**src/rtl/pcf8575_access_sched_if.sv**
```systemverilog
`default_nettype none
// ============================================================================
//  Module      : pcf8575_access_sched_if
//  Description : Command/response bus between the PCF8575 access scheduler
//                and the I2C transaction engine.
//                master : scheduler side (drives the command, receives status)
//                slave  : engine side (accepts the command, reports done/nack)
//  Signals     : cmd_valid/cmd_ready handshake, cmd_rd, cmd_addr, cmd_wdata,
//                done (1-cycle pulse), nack (qualifies done), rdata.
//  Revision    : 1.0  initial release
// ============================================================================
interface pcf8575_access_sched_if;
   logic        cmd_valid;
   logic        cmd_rd;
   logic [2:0]  cmd_addr;
   logic [15:0] cmd_wdata;
   logic        cmd_ready;
   logic        done;
   logic        nack;
   logic [15:0] rdata;

   modport master (
      output cmd_valid, cmd_rd, cmd_addr, cmd_wdata,
      input  cmd_ready, done, nack, rdata
   );

   modport slave (
      input  cmd_valid, cmd_rd, cmd_addr, cmd_wdata,
      output cmd_ready, done, nack, rdata
   );
endinterface
`default_nettype wire

```
**src/rtl/pcf8575_access_sched.sv**
```systemverilog
`default_nettype none
// ============================================================================
//  Module      : pcf8575_access_sched
//  Description : Serialises every access to one PCF8575 expander through the
//                I2C transaction engine. Two clients issue masked 16-bit
//                output writes (round-robin); INT falling edges and a refresh
//                timer request 16-bit input reads, which take priority.
//                Keeps the committed output shadow and last input image, and
//                re-issues NACKed transfers up to MAX_RETRY times.
//  Ports       : clk, rst_n (async, active low)
//                req_{a,b}_valid/mask/data in, req_{a,b}_ready out (pulse)
//                int_n      expander INT, active low, asynchronous
//                eng        engine command bus (master modport)
//                port_out   committed output shadow
//                port_in    last successfully read input image
//                in_valid   pulse when port_in is updated
//                err_nack   sticky drop flag, cleared by err_clr
//  Revision    : 1.0  initial release
// ============================================================================
module pcf8575_access_sched #(
   parameter logic [2:0] DEV_ADDR    = 3'b000,
   parameter int         REFRESH_CYC = 100000,
   parameter int         CNT_W       = 17,
   parameter int         MAX_RETRY   = 2
) (
   input  wire logic        clk,
   input  wire logic        rst_n,
   input  wire logic        req_a_valid,
   input  wire logic [15:0] req_a_mask,
   input  wire logic [15:0] req_a_data,
   output logic             req_a_ready,
   input  wire logic        req_b_valid,
   input  wire logic [15:0] req_b_mask,
   input  wire logic [15:0] req_b_data,
   output logic             req_b_ready,
   input  wire logic        int_n,
   pcf8575_access_sched_if.master eng,
   output logic [15:0]      port_out,
   output logic [15:0]      port_in,
   output logic             in_valid,
   output logic             err_nack,
   input  wire logic        err_clr
);

   localparam logic [1:0] ST_IDLE  = 2'd0;
   localparam logic [1:0] ST_ISSUE = 2'd1;
   localparam logic [1:0] ST_WAIT  = 2'd2;

   localparam logic [CNT_W-1:0] CNT_LAST    = CNT_W'(REFRESH_CYC - 1);
   localparam logic [CNT_W-1:0] CNT_ONE     = CNT_W'(1);
   localparam logic [2:0]       RETRY_LIMIT = 3'(MAX_RETRY);

   logic [1:0]       state_q,     state_d;
   logic [2:0]       int_sync_q,  int_sync_d;
   logic             rd_pending_q, rd_pending_d;
   logic [CNT_W-1:0] cnt_q,       cnt_d;
   logic             rr_b_q,      rr_b_d;      // 1: B wins the next tie
   logic [2:0]       retry_q,     retry_d;
   logic             cmd_rd_q,    cmd_rd_d;
   logic [15:0]      cmd_wdata_q, cmd_wdata_d;
   logic [15:0]      port_out_q,  port_out_d;
   logic [15:0]      port_in_q,   port_in_d;
   logic             in_valid_q,  in_valid_d;
   logic             err_nack_q,  err_nack_d;

   logic in_idle, pick_b, grant_rd, grant_a, grant_b;
   logic done_ok, done_bad, drop, int_fall, cnt_hit;

   // int_sync_q[0..1] are the synchroniser, [2] is the previous synced value
   assign int_fall = int_sync_q[2] & ~int_sync_q[1];
   assign cnt_hit  = (cnt_q == CNT_LAST);

   // Reads always pre-empt writes; between the clients B is chosen when it
   // is the only requester or when the pointer favours it.
   assign in_idle  = (state_q == ST_IDLE);
   assign pick_b   = req_b_valid & (~req_a_valid | rr_b_q);
   assign grant_rd = in_idle & rd_pending_q;
   assign grant_a  = in_idle & ~rd_pending_q & req_a_valid & ~pick_b;
   assign grant_b  = in_idle & ~rd_pending_q & pick_b;

   // rdata and nack are meaningful only while done is high in WAIT
   assign done_ok  = (state_q == ST_WAIT) & eng.done & ~eng.nack;
   assign done_bad = (state_q == ST_WAIT) & eng.done &  eng.nack;
   assign drop     = done_bad & (retry_q == RETRY_LIMIT);

   // ---------------------------------------------------------------- state
   always_ff @(posedge clk or negedge rst_n) begin
      if (!rst_n) begin
         state_q      <= ST_IDLE;
         int_sync_q   <= 3'b111;
         rd_pending_q <= 1'b0;
         cnt_q        <= '0;
         rr_b_q       <= 1'b0;
         retry_q      <= 3'd0;
         cmd_rd_q     <= 1'b0;
         cmd_wdata_q  <= 16'hFFFF;
         port_out_q   <= 16'hFFFF;
         port_in_q    <= 16'h0000;
         in_valid_q   <= 1'b0;
         err_nack_q   <= 1'b0;
      end else begin
         state_q      <= state_d;
         int_sync_q   <= int_sync_d;
         rd_pending_q <= rd_pending_d;
         cnt_q        <= cnt_d;
         rr_b_q       <= rr_b_d;
         retry_q      <= retry_d;
         cmd_rd_q     <= cmd_rd_d;
         cmd_wdata_q  <= cmd_wdata_d;
         port_out_q   <= port_out_d;
         port_in_q    <= port_in_d;
         in_valid_q   <= in_valid_d;
         err_nack_q   <= err_nack_d;
      end
   end

   // ----------------------------------------------------------- next state
   always_comb begin
      state_d      = state_q;
      int_sync_d   = {int_sync_q[1:0], int_n};
      cnt_d        = cnt_q + CNT_ONE;
      rr_b_d       = rr_b_q;
      retry_d      = retry_q;
      cmd_rd_d     = cmd_rd_q;
      cmd_wdata_d  = cmd_wdata_q;
      port_out_d   = port_out_q;
      port_in_d    = port_in_q;
      in_valid_d   = 1'b0;
      // Events arriving while busy (or in the grant cycle) stay latched
      rd_pending_d = (rd_pending_q & ~grant_rd) | int_fall | cnt_hit;
      err_nack_d   = drop | (err_nack_q & ~err_clr);

      if (cnt_hit || (done_ok && cmd_rd_q)) begin
         cnt_d = '0;
      end

      case (state_q)
         ST_IDLE: begin
            if (grant_rd) begin
               cmd_rd_d = 1'b1;
               retry_d  = 3'd0;
               state_d  = ST_ISSUE;
            end else if (grant_a) begin
               cmd_rd_d    = 1'b0;
               cmd_wdata_d = (port_out_q & ~req_a_mask) | (req_a_data & req_a_mask);
               retry_d     = 3'd0;
               rr_b_d      = 1'b1;
               state_d     = ST_ISSUE;
            end else if (grant_b) begin
               cmd_rd_d    = 1'b0;
               cmd_wdata_d = (port_out_q & ~req_b_mask) | (req_b_data & req_b_mask);
               retry_d     = 3'd0;
               rr_b_d      = 1'b0;
               state_d     = ST_ISSUE;
            end
         end
         ST_ISSUE: begin
            if (eng.cmd_ready) begin
               state_d = ST_WAIT;
            end
         end
         ST_WAIT: begin
            if (done_ok) begin
               if (cmd_rd_q) begin
                  port_in_d  = eng.rdata;
                  in_valid_d = 1'b1;
               end else begin
                  port_out_d = cmd_wdata_q;
               end
               state_d = ST_IDLE;
            end else if (drop) begin
               state_d = ST_IDLE;
            end else if (done_bad) begin
               retry_d = retry_q + 3'd1;
               state_d = ST_ISSUE;
            end
         end
         default: begin
            state_d = ST_IDLE;
         end
      endcase
   end

   // -------------------------------------------------------------- outputs
   always_comb begin
      eng.cmd_valid = (state_q == ST_ISSUE);
      eng.cmd_rd    = cmd_rd_q;
      eng.cmd_addr  = DEV_ADDR;
      eng.cmd_wdata = cmd_wdata_q;
      req_a_ready   = grant_a;
      req_b_ready   = grant_b;
      port_out      = port_out_q;
      port_in       = port_in_q;
      in_valid      = in_valid_q;
      err_nack      = err_nack_q;
   end

endmodule
`default_nettype wire

```
**src/flat_wrapper.sv**
```systemverilog
// flat-port wrapper written by rule: the top's interface ports become plain ports
module pcf8575_access_sched_flat 
#(
   parameter logic [2:0] DEV_ADDR    = 3'b000,
   parameter int         REFRESH_CYC = 100000,
   parameter int         CNT_W       = 17,
   parameter int         MAX_RETRY   = 2
)
  (clk, rst_n, req_a_valid, req_a_mask, req_a_data, req_a_ready, req_b_valid, req_b_mask, req_b_data, req_b_ready, int_n, port_out, port_in, in_valid, err_nack, err_clr, eng_cmd_valid, eng_cmd_rd, eng_cmd_addr, eng_cmd_wdata, eng_cmd_ready, eng_done, eng_nack, eng_rdata);
  pcf8575_access_sched_if eng_i ();
  input  wire logic clk;
  input  wire logic rst_n;
  input  wire logic req_a_valid;
  input  wire logic [15:0] req_a_mask;
  input  wire logic [15:0] req_a_data;
  output logic req_a_ready;
  input  wire logic req_b_valid;
  input  wire logic [15:0] req_b_mask;
  input  wire logic [15:0] req_b_data;
  output logic req_b_ready;
  input  wire logic int_n;
  output logic [15:0] port_out;
  output logic [15:0] port_in;
  output logic in_valid;
  output logic err_nack;
  input  wire logic err_clr;
  output wire logic [$bits(eng_i.cmd_valid)-1:0] eng_cmd_valid;
  output wire logic [$bits(eng_i.cmd_rd)-1:0] eng_cmd_rd;
  output wire logic [$bits(eng_i.cmd_addr)-1:0] eng_cmd_addr;
  output wire logic [$bits(eng_i.cmd_wdata)-1:0] eng_cmd_wdata;
  input wire logic [$bits(eng_i.cmd_ready)-1:0] eng_cmd_ready;
  input wire logic [$bits(eng_i.done)-1:0] eng_done;
  input wire logic [$bits(eng_i.nack)-1:0] eng_nack;
  input wire logic [$bits(eng_i.rdata)-1:0] eng_rdata;
  assign eng_cmd_valid = eng_i.cmd_valid;
  assign eng_cmd_rd = eng_i.cmd_rd;
  assign eng_cmd_addr = eng_i.cmd_addr;
  assign eng_cmd_wdata = eng_i.cmd_wdata;
  assign eng_i.cmd_ready = eng_cmd_ready;
  assign eng_i.done = eng_done;
  assign eng_i.nack = eng_nack;
  assign eng_i.rdata = eng_rdata;
  pcf8575_access_sched #(.DEV_ADDR(DEV_ADDR), .REFRESH_CYC(REFRESH_CYC), .CNT_W(CNT_W), .MAX_RETRY(MAX_RETRY)) u_core (.clk(clk), .rst_n(rst_n), .req_a_valid(req_a_valid), .req_a_mask(req_a_mask), .req_a_data(req_a_data), .req_a_ready(req_a_ready), .req_b_valid(req_b_valid), .req_b_mask(req_b_mask), .req_b_data(req_b_data), .req_b_ready(req_b_ready), .int_n(int_n), .eng(eng_i), .port_out(port_out), .port_in(port_in), .in_valid(in_valid), .err_nack(err_nack), .err_clr(err_clr));
endmodule
```
**config.mk**
```make
export PLATFORM = sky130hd
export DESIGN_NAME = pcf8575_access_sched_flat
export DESIGN_NICKNAME = d
export VERILOG_FILES = /design/src/rtl/pcf8575_access_sched_if.sv /design/src/rtl/pcf8575_access_sched.sv /design/src/flat_wrapper.sv
export SDC_FILE = /design/constraint.sdc
export NUM_CORES = 1
export LEC_CHECK = 0
export ABC_CLOCK_PERIOD_IN_PS = 1820
export CORE_UTILIZATION = 44
export CTS_CLUSTER_SIZE = 10
export DETAILED_ROUTE_END_ITERATION = 8
export GPL_ROUTABILITY_DRIVEN = 0
export PLACE_DENSITY = 0.89
export SETUP_SLACK_MARGIN = 0.3
export SYNTH_ARGS = -nofsm -noshare
export SYNTH_HDL_FRONTEND = slang
export SYNTH_SLANG_ARGS = --single-unit
```
**constraint.sdc**
```tcl
create_clock -name clk -period 1.82 [get_ports clk]
set_input_delay 0.546 -clock clk [delete_from_list [all_inputs] [get_ports clk]]
set_output_delay 0.546 -clock clk [all_outputs]
set_load 0.02 [all_outputs]
```
==> results of run 1 <==
## area by class of cell
type | count | share of cell area
Tap cell | 105 | 0.0185
Multi-Input combinational cell | 235 | 0.336
Clock buffer | 12 | 0.0204
Timing Repair Buffer | 241 | 0.335
Sequential cell | 78 | 0.281
Clock inverter | 4 | 0.00334
Inverter | 10 | 0.00563
## critical path, stage by stage (launching register included)
cell                      delay, ps
sky130_fd_sc_hd__dfrtp_1        410
sky130_fd_sc_hd__nor3_2         190
sky130_fd_sc_hd__buf_4          170
sky130_fd_sc_hd__nand2_2        100
sky130_fd_sc_hd__inv_4           90
sky130_fd_sc_hd__buf_6          120
## cells in the mapped netlist (2+ instances only)
cell type,count
sky130_fd_sc_hd__a31oi_1,2
sky130_fd_sc_hd__a31o_2,16
sky130_fd_sc_hd__nor2_1,20
sky130_fd_sc_hd__dfstp_2,35
sky130_fd_sc_hd__inv_1,9
sky130_fd_sc_hd__nand3_1,6
sky130_fd_sc_hd__a21oi_1,20
sky130_fd_sc_hd__nor3_1,6
sky130_fd_sc_hd__buf_2,5
sky130_fd_sc_hd__or3_1,3
sky130_fd_sc_hd__nor2b_1,2
sky130_fd_sc_hd__clkbuf_1,6
sky130_fd_sc_hd__buf_4,6
sky130_fd_sc_hd__nand3b_1,2
sky130_fd_sc_hd__dfrtp_1,43
sky130_fd_sc_hd__nand4_1,4
sky130_fd_sc_hd__mux2_2,33
sky130_fd_sc_hd__xnor2_1,10
sky130_fd_sc_hd__ha_1,3
sky130_fd_sc_hd__nand2_1,23
sky130_fd_sc_hd__nor4_1,5
sky130_fd_sc_hd__xor2_1,4
sky130_fd_sc_hd__nor3b_1,32
sky130_fd_sc_hd__o41ai_1,16
sky130_fd_sc_hd__o21ai_0,6
## per-stage QoR
| stage | utilization | hold slack, ps | setup TNS (ps) |
|---|---|---|---|
| after global routing | 0.853 | 232 | -4390 |
| after global placement | 0.669 | 347 | -19550 |
| after floorplan | - | 250 | 0 |
| after CTS | 0.818 | 221 | -180 |
| after detailed placement | 0.669 | 356 | -20720 |
| final | 0.853 | 210 | -1230 |
## state kept, by name (all words and copies together), names as in the netlist
register and flops:
u_core.cnt_q 17, u_core.eng.cmd_rd 1, u_core.eng.cmd_wdata 16, u_core.err_nack 1
u_core.in_valid 1, u_core.int_sync_q 3, u_core.port_in 16, u_core.port_out 16
u_core.rd_pending_q 1, u_core.retry_q 3, u_core.rr_b_q 1, u_core.state_q 2
## metal layers
metal,vias up,share of wire,global-route usage
met3,96,0.099,0.0766
met5,-,0.00063,0
met2,300,0.48,0.580
li1,1717,-,-
met4,2,0.056,0.153
met1,2109,0.36,0.357
## how the worst max path moves through the flow
| stage | start | endpoint | slack (ps) |
|---|---|---|---|
| floorplan | req_a_valid | req_a_ready | 130 |
| global placement | req_b_valid | req_a_ready | -730 |
| detailed placement | req_a_valid | req_a_ready | -730 |
| CTS | u_core.state_q[1] | req_b_ready | -100 |
| global route | u_core.state_q[1] | u_core.eng.cmd_wdata[2] | -540 |
| finish | u_core.state_q[1] | req_a_ready | -170 |
## logic make-up (layout without fill, tap and decap cells)
group | count (synthesis) | count (layout) | synth area share
simple gates | 112 | 112 | 0.175
flops | 78 | 78 | 0.520
other cells | 1 | 3 | 0.000977
buf+inv | 27 | 267 | 0.0339
compound gates | 69 | 70 | 0.132
mux | 33 | 33 | 0.0968
fa+ha+maj | 3 | 3 | 0.00978
xor+xnor | 14 | 14 | 0.0320
## report_power, final
part	leakage [nW]	internal (mW)	switching [mW]	total, mW
clock	0.0800	0.529	0.687	1.22
sequential	0.921	2.65	0.652	3.30
combinational	2.12	3.75	3.27	7.02
total	3.12	6.92	4.61	11.5
## repair_timing
action	4_1_cts	5_1_grt
pin swaps	34	15
setup endpoints to repair	122	109
gates cloned	6	0
setup buffers	54	19
gates resized for setup	391	37
==> results.cfg, run 1 <==
[worst_setup_path]
startpoint_type = flop
path_class = flop to output pin
cp.arrival_ps = 1440
required_ps = 1270
regToRegEndpoint = u_core.eng.cmd_wdata[2]
reg2regPathDepth = 6
end_kind = output pin
r2r_slack_ps = -110
reg2reg_from = u_core.state_q[1]
worstPathMaxFanout = 3

[floorplanning]
die-height_um = 95.4
initial_utilization = 0.460
fp.coreArea_sq_um = 8340
placement_rows = 33
io_pins = 146
dieWidth_um = 95.4
fp.dieArea_sq_um = 9100

[route]
firstDrtPassIters = 5
via_per_inst = 6.17
count_of_unresolved_drc_violations_after_routing = 0
post_drt_wl_per_cell_um = 25.7
vias = 4224
detailedRoute.firstIterationViolations = 283
routed_wirelength_mm = 17.6
drtAntennaViolNets = 0

[timing]
setup-violations-final = 19
post_layout_worst_setup_margin_ps = -166
achievable-frequency_mhz = 504
period_minus_slack_ps = 1990
slew_headroom = 0.583
timing.final.max_slew_violations = 0
report.final.hold_viol_count = 0
grt_setup_unrepaired = true
min_period_over_period = 1.09
timing.clock.skew_ps = 22.3
worst-slew-pin-transition_ps = 625

[place]
detailed_place.area_sq_um = 5580
dpl.cell_count = 590
dp_worst_setup_slack_ps = -731
port_buffers = 142
place.detailed.hpwl_mm = 7.21

[power_and_ir_drop]
p_leak_nw = 3.12
power_per_cell_area_nw_per_um2 = 1620
ir_worst_vdd_mv = 0.745
design_power_total_mw = 11.5

[outcome]
failed_checks = negative setup slack
run_status = finished, violations left

[clock_network]
tritoncts = done
max-clock-path-buffers = 2
numClockSinks = 78
clock_root_buffer_master = sky130_fd_sc_hd__clkbuf_8
cts_htree_levels = 3
clock_slew_at_the_register_clock_pins_of_the_worst_setup_and_hold_paths_ps = 90
cts_made_buffers = 9
worstSkewPairLatency_ps = 360
cts.hold.buffers_added = 0

[global_route]
globalRouteOverflowTotal = 0
grt_first_pass_wirelength_mm = 21.6
grtUsageTotal = 0.323
grt_pass1_vias = 4168
initial_antenna_violation_count = 1
maximum_number_of_pins_on_one_net_before_global_route_repair = 79

[run]
max_cap_viol_count = 0

[synthesis]
synth_edf_count = 0
synth.avg_cell_area_sq_um = 11.4
synth.yosys.warnings = 0
asyncSetResetFlopFracSynth = 1.00
synth-main-ff-cell = sky130_fd_sc_hd__dfrtp_1
synthesized_instance_count = 337
yosysTopAreaCell = sky130_fd_sc_hd__dfrtp_1
seq_area_frac_synth = 0.520
synth_top_cells_by_area = sky130_fd_sc_hd__dfrtp_1 28%, sky130_fd_sc_hd__dfstp_2 24%, sky130_fd_sc_hd__mux2_2 9.7%, sky130_fd_sc_hd__nor3b_1 6.3%, sky130_fd_sc_hd__a31o_2 3.7%
post_synth_instance_area_sq_um = 3840
ys_ff_latch = 78
synth_top_cell_area_share = 0.280
netlist-cell-type-count = 45

[finish]
most-common-layout-cells = 83 x sky130_fd_sc_hd__clkdlybuf4s50_1, 69 x sky130_fd_sc_hd__buf_4, 52 x sky130_fd_sc_hd__buf_6, 39 x sky130_fd_sc_hd__dfrtp_1, 35 x sky130_fd_sc_hd__dfstp_2
layout_commonest_cell = sky130_fd_sc_hd__clkdlybuf4s50_1
diodes = 0
multi_input_area_sq_um = 2390
final_area_sq_um = 7120
post_route_cells_drive_above_1_share = 0.553
finalNonFillerCells = 685
filler_cell_count = 332
area_growth_pct = 85.5
finish.net_count = 667
register_area_sq_um = 2000

[worst_hold_path]
holdCritPathClass = input port to async pin
Power figures use the tool's default switching activity.
==> inputs of run 2 (changes only) <==
--- a/config.mk
+++ b/config.mk
@@ -5,12 +5,12 @@
 export SDC_FILE = /design/constraint.sdc
 export NUM_CORES = 1
 export LEC_CHECK = 0
-export ABC_CLOCK_PERIOD_IN_PS = 1820
-export CORE_UTILIZATION = 44
+export ABC_CLOCK_PERIOD_IN_PS = 1700
+export CORE_UTILIZATION = 40
 export CTS_CLUSTER_SIZE = 10
 export DETAILED_ROUTE_END_ITERATION = 8
 export GPL_ROUTABILITY_DRIVEN = 0
-export PLACE_DENSITY = 0.89
+export PLACE_DENSITY = 0.86
 export SETUP_SLACK_MARGIN = 0.3
 export SYNTH_ARGS = -nofsm -noshare
 export SYNTH_HDL_FRONTEND = slang
==> constraint.sdc (replaced) <==
create_clock -name clk -period 1.7 [get_ports clk]
set_input_delay 0.51 -clock clk [delete_from_list [all_inputs] [get_ports clk]]
set_output_delay 0.51 -clock clk [all_outputs]
set_load 0.02 [all_outputs]
==> results.cfg, run 2 (same netlist as run 1, synthesis figures left out) <==
[finish]
diodes = 0
top_register = u_core.cnt_q
layout_commonest_cell = sky130_fd_sc_hd__clkdlybuf4s50_1
post_route_cells_drive_above_1_share = 0.565
layout.core_utilization = 0.806
most-common-layout-cells = 83 x sky130_fd_sc_hd__clkdlybuf4s50_1, 81 x sky130_fd_sc_hd__buf_4, 73 x sky130_fd_sc_hd__buf_6, 38 x sky130_fd_sc_hd__dfrtp_1, 35 x sky130_fd_sc_hd__dfstp_2
largest_reg_flops = 17
finish.net_count = 683
area_growth_pct = 94.9
finalNonFillerCells = 725

[global_route]
globalRouteOverflowTotal = 0
grt_pass1_vias = 4167
grt_first_pass_wirelength_mm = 21.1
grtUsageTotal = 0.277
initial_antenna_violation_count = 0
maximum_number_of_pins_on_one_net_before_global_route_repair = 48

[power_and_ir_drop]
p_leak_nw = 3.26
ir_worst_vdd_mv = 1.04
power_per_cell_area_nw_per_um2 = 1740

[floorplanning]
placement_rows = 35
initial_utilization = 0.413
fp.dieArea_sq_um = 9990
io_pins = 146
fp.coreArea_sq_um = 9280
dieWidth_um = 99.9
die-height_um = 99.9

[worst_setup_path]
startpoint_type = flop
crit_buf_inv = 2
cp.arrival_ps = 1450
critical-path-top-cell-by-count = sky130_fd_sc_hd__buf_6
required_ps = 1190
worstPathMaxFanout = 3
worst_stage_delay_on_the_critical_path_ps = 440
path_cells = nor3_4 -> buf_6 -> nand2_4 -> a21oi_4 -> buf_6
worst_path_dominant_cell_family = flip-flops
path_class = flop to output pin
critical_path.slowest_cell = sky130_fd_sc_hd__dfrtp_1
end_kind = output pin

[route]
drtAntennaViolNets = 0
detailedRoute.firstIterationViolations = 139
routed_wirelength_mm = 15.7
via_per_inst = 5.55
count_of_unresolved_drc_violations_after_routing = 0
firstDrtPassIters = 5
post_drt_wl_per_cell_um = 21.6
vias = 4025

[clock_network]
worstSkewPairLatency_ps = 350
cts_htree_levels = 3
max-clock-path-buffers = 2
clock_root_buffer_master = sky130_fd_sc_hd__clkbuf_8
tritoncts = done
clock_slew_at_the_register_clock_pins_of_the_worst_setup_and_hold_paths_ps = 90
cts_made_buffers = 9
cts.hold.buffers_added = 0
numClockSinks = 78

[outcome]
run_status = finished, violations left
failed_checks = negative setup slack

[timing]
fin_setup_tns_ps = -7180
period_minus_slack_ps = 1960
timing.clock.skew_ps = 13.4
min_period_over_period = 1.16
report.final.hold_viol_count = 0
setup-violations-final = 69
timing.final.max_slew_violations = 0
post_layout_worst_setup_margin_ps = -265
achievable-frequency_mhz = 509
grt_setup_unrepaired = true

[worst_hold_path]
holdCritPathClass = input port to async pin

[place]
place.detailed.hpwl_mm = 7.52
dpl.cell_count = 626
port_buffers = 142

[run]
max_cap_viol_count = 0
## run 2: layout make-up
class | instances | area [sq um]
inverter | 10 | 40.0
sequential | 78 | 2000
tap | 129 | 161
clock buffer | 12 | 145
fill | 522 | 1810
timing repair buffer | 257 | 2640
clock inverter | 4 | 70.1
multi-input combinational | 235 | 2420
## run 2: timing repair
item | CTS | global route
setup buffers | 51 | 24
resized for setup | 406 | 53
pin swaps | 28 | 15
gates cloned | 7 | 1
endpoints found under the hold margin | 0 | 0
endpoints found under the setup margin | 122 | 126
## run 2: worst paths after layout
path	from	endpoint	slack, ps	cells past startpoint
min in group clk	u_core.int_sync_q[0]	u_core.int_sync_q[1]	360	0
worst min-delay path	rst_n	u_core.port_in[3]	40	1
max in group asynchronous	rst_n	u_core.port_out[4]	1050	2
worst max register to register	u_core.state_q[0]	u_core.eng.cmd_wdata[13]	-230	10
worst max-delay path	u_core.rd_pending_q	req_b_ready	-260	5
worst min register to register	u_core.int_sync_q[0]	u_core.int_sync_q[1]	360	0
## run 2: routing by layer
metal | vias to the layer above | global-route usage | share of wire | wire length (um)
li1 | 1754 | - | - | -
met1 | 2033 | 0.313 | 0.39 | 6040
met2 | 188 | 0.502 | 0.52 | 8190
met3 | 50 | 0.0571 | 0.061 | 951
met4 | 0 | 0.126 | 0.030 | 470
met5 | - | 0 | 0 | 0
## run 2: where the power goes
| group | leakage (nW) | switching, mW | internal (mW) |
|---|---|---|---|
| Sequential | 0.920 | 0.707 | 2.84 |
| Clock | 0.110 | 0.698 | 0.865 |
| Combinational | 2.23 | 3.41 | 4.50 |
| Total | 3.26 | 4.81 | 8.20 |
## run 2: stage by stage
step                      setup slack [ps]  instance area, sq um  power (mW)  hold WS [ps]
after global placement                -794                  5700        7.81           347
after detailed placement              -807                  5700        7.99           349
after floorplan                       86.3                  3960        5.84           214
after global routing                  -303                  7480        13.5          63.1
after CTS                             -216                  7010        11.8          47.4
final                                 -265                  7480        13.0          43.9
## run 2: worst register-to-register path: stages (launching register included)
cell and delay (ps):
sky130_fd_sc_hd__dfrtp_1 450, sky130_fd_sc_hd__nor3_4 70, sky130_fd_sc_hd__buf_6 130, sky130_fd_sc_hd__buf_4 130
sky130_fd_sc_hd__buf_8 140, sky130_fd_sc_hd__buf_12 130, sky130_fd_sc_hd__buf_16 120, sky130_fd_sc_hd__buf_6 120
sky130_fd_sc_hd__a31o_2 230, sky130_fd_sc_hd__a21oi_1 260, sky130_fd_sc_hd__o41ai_4 90
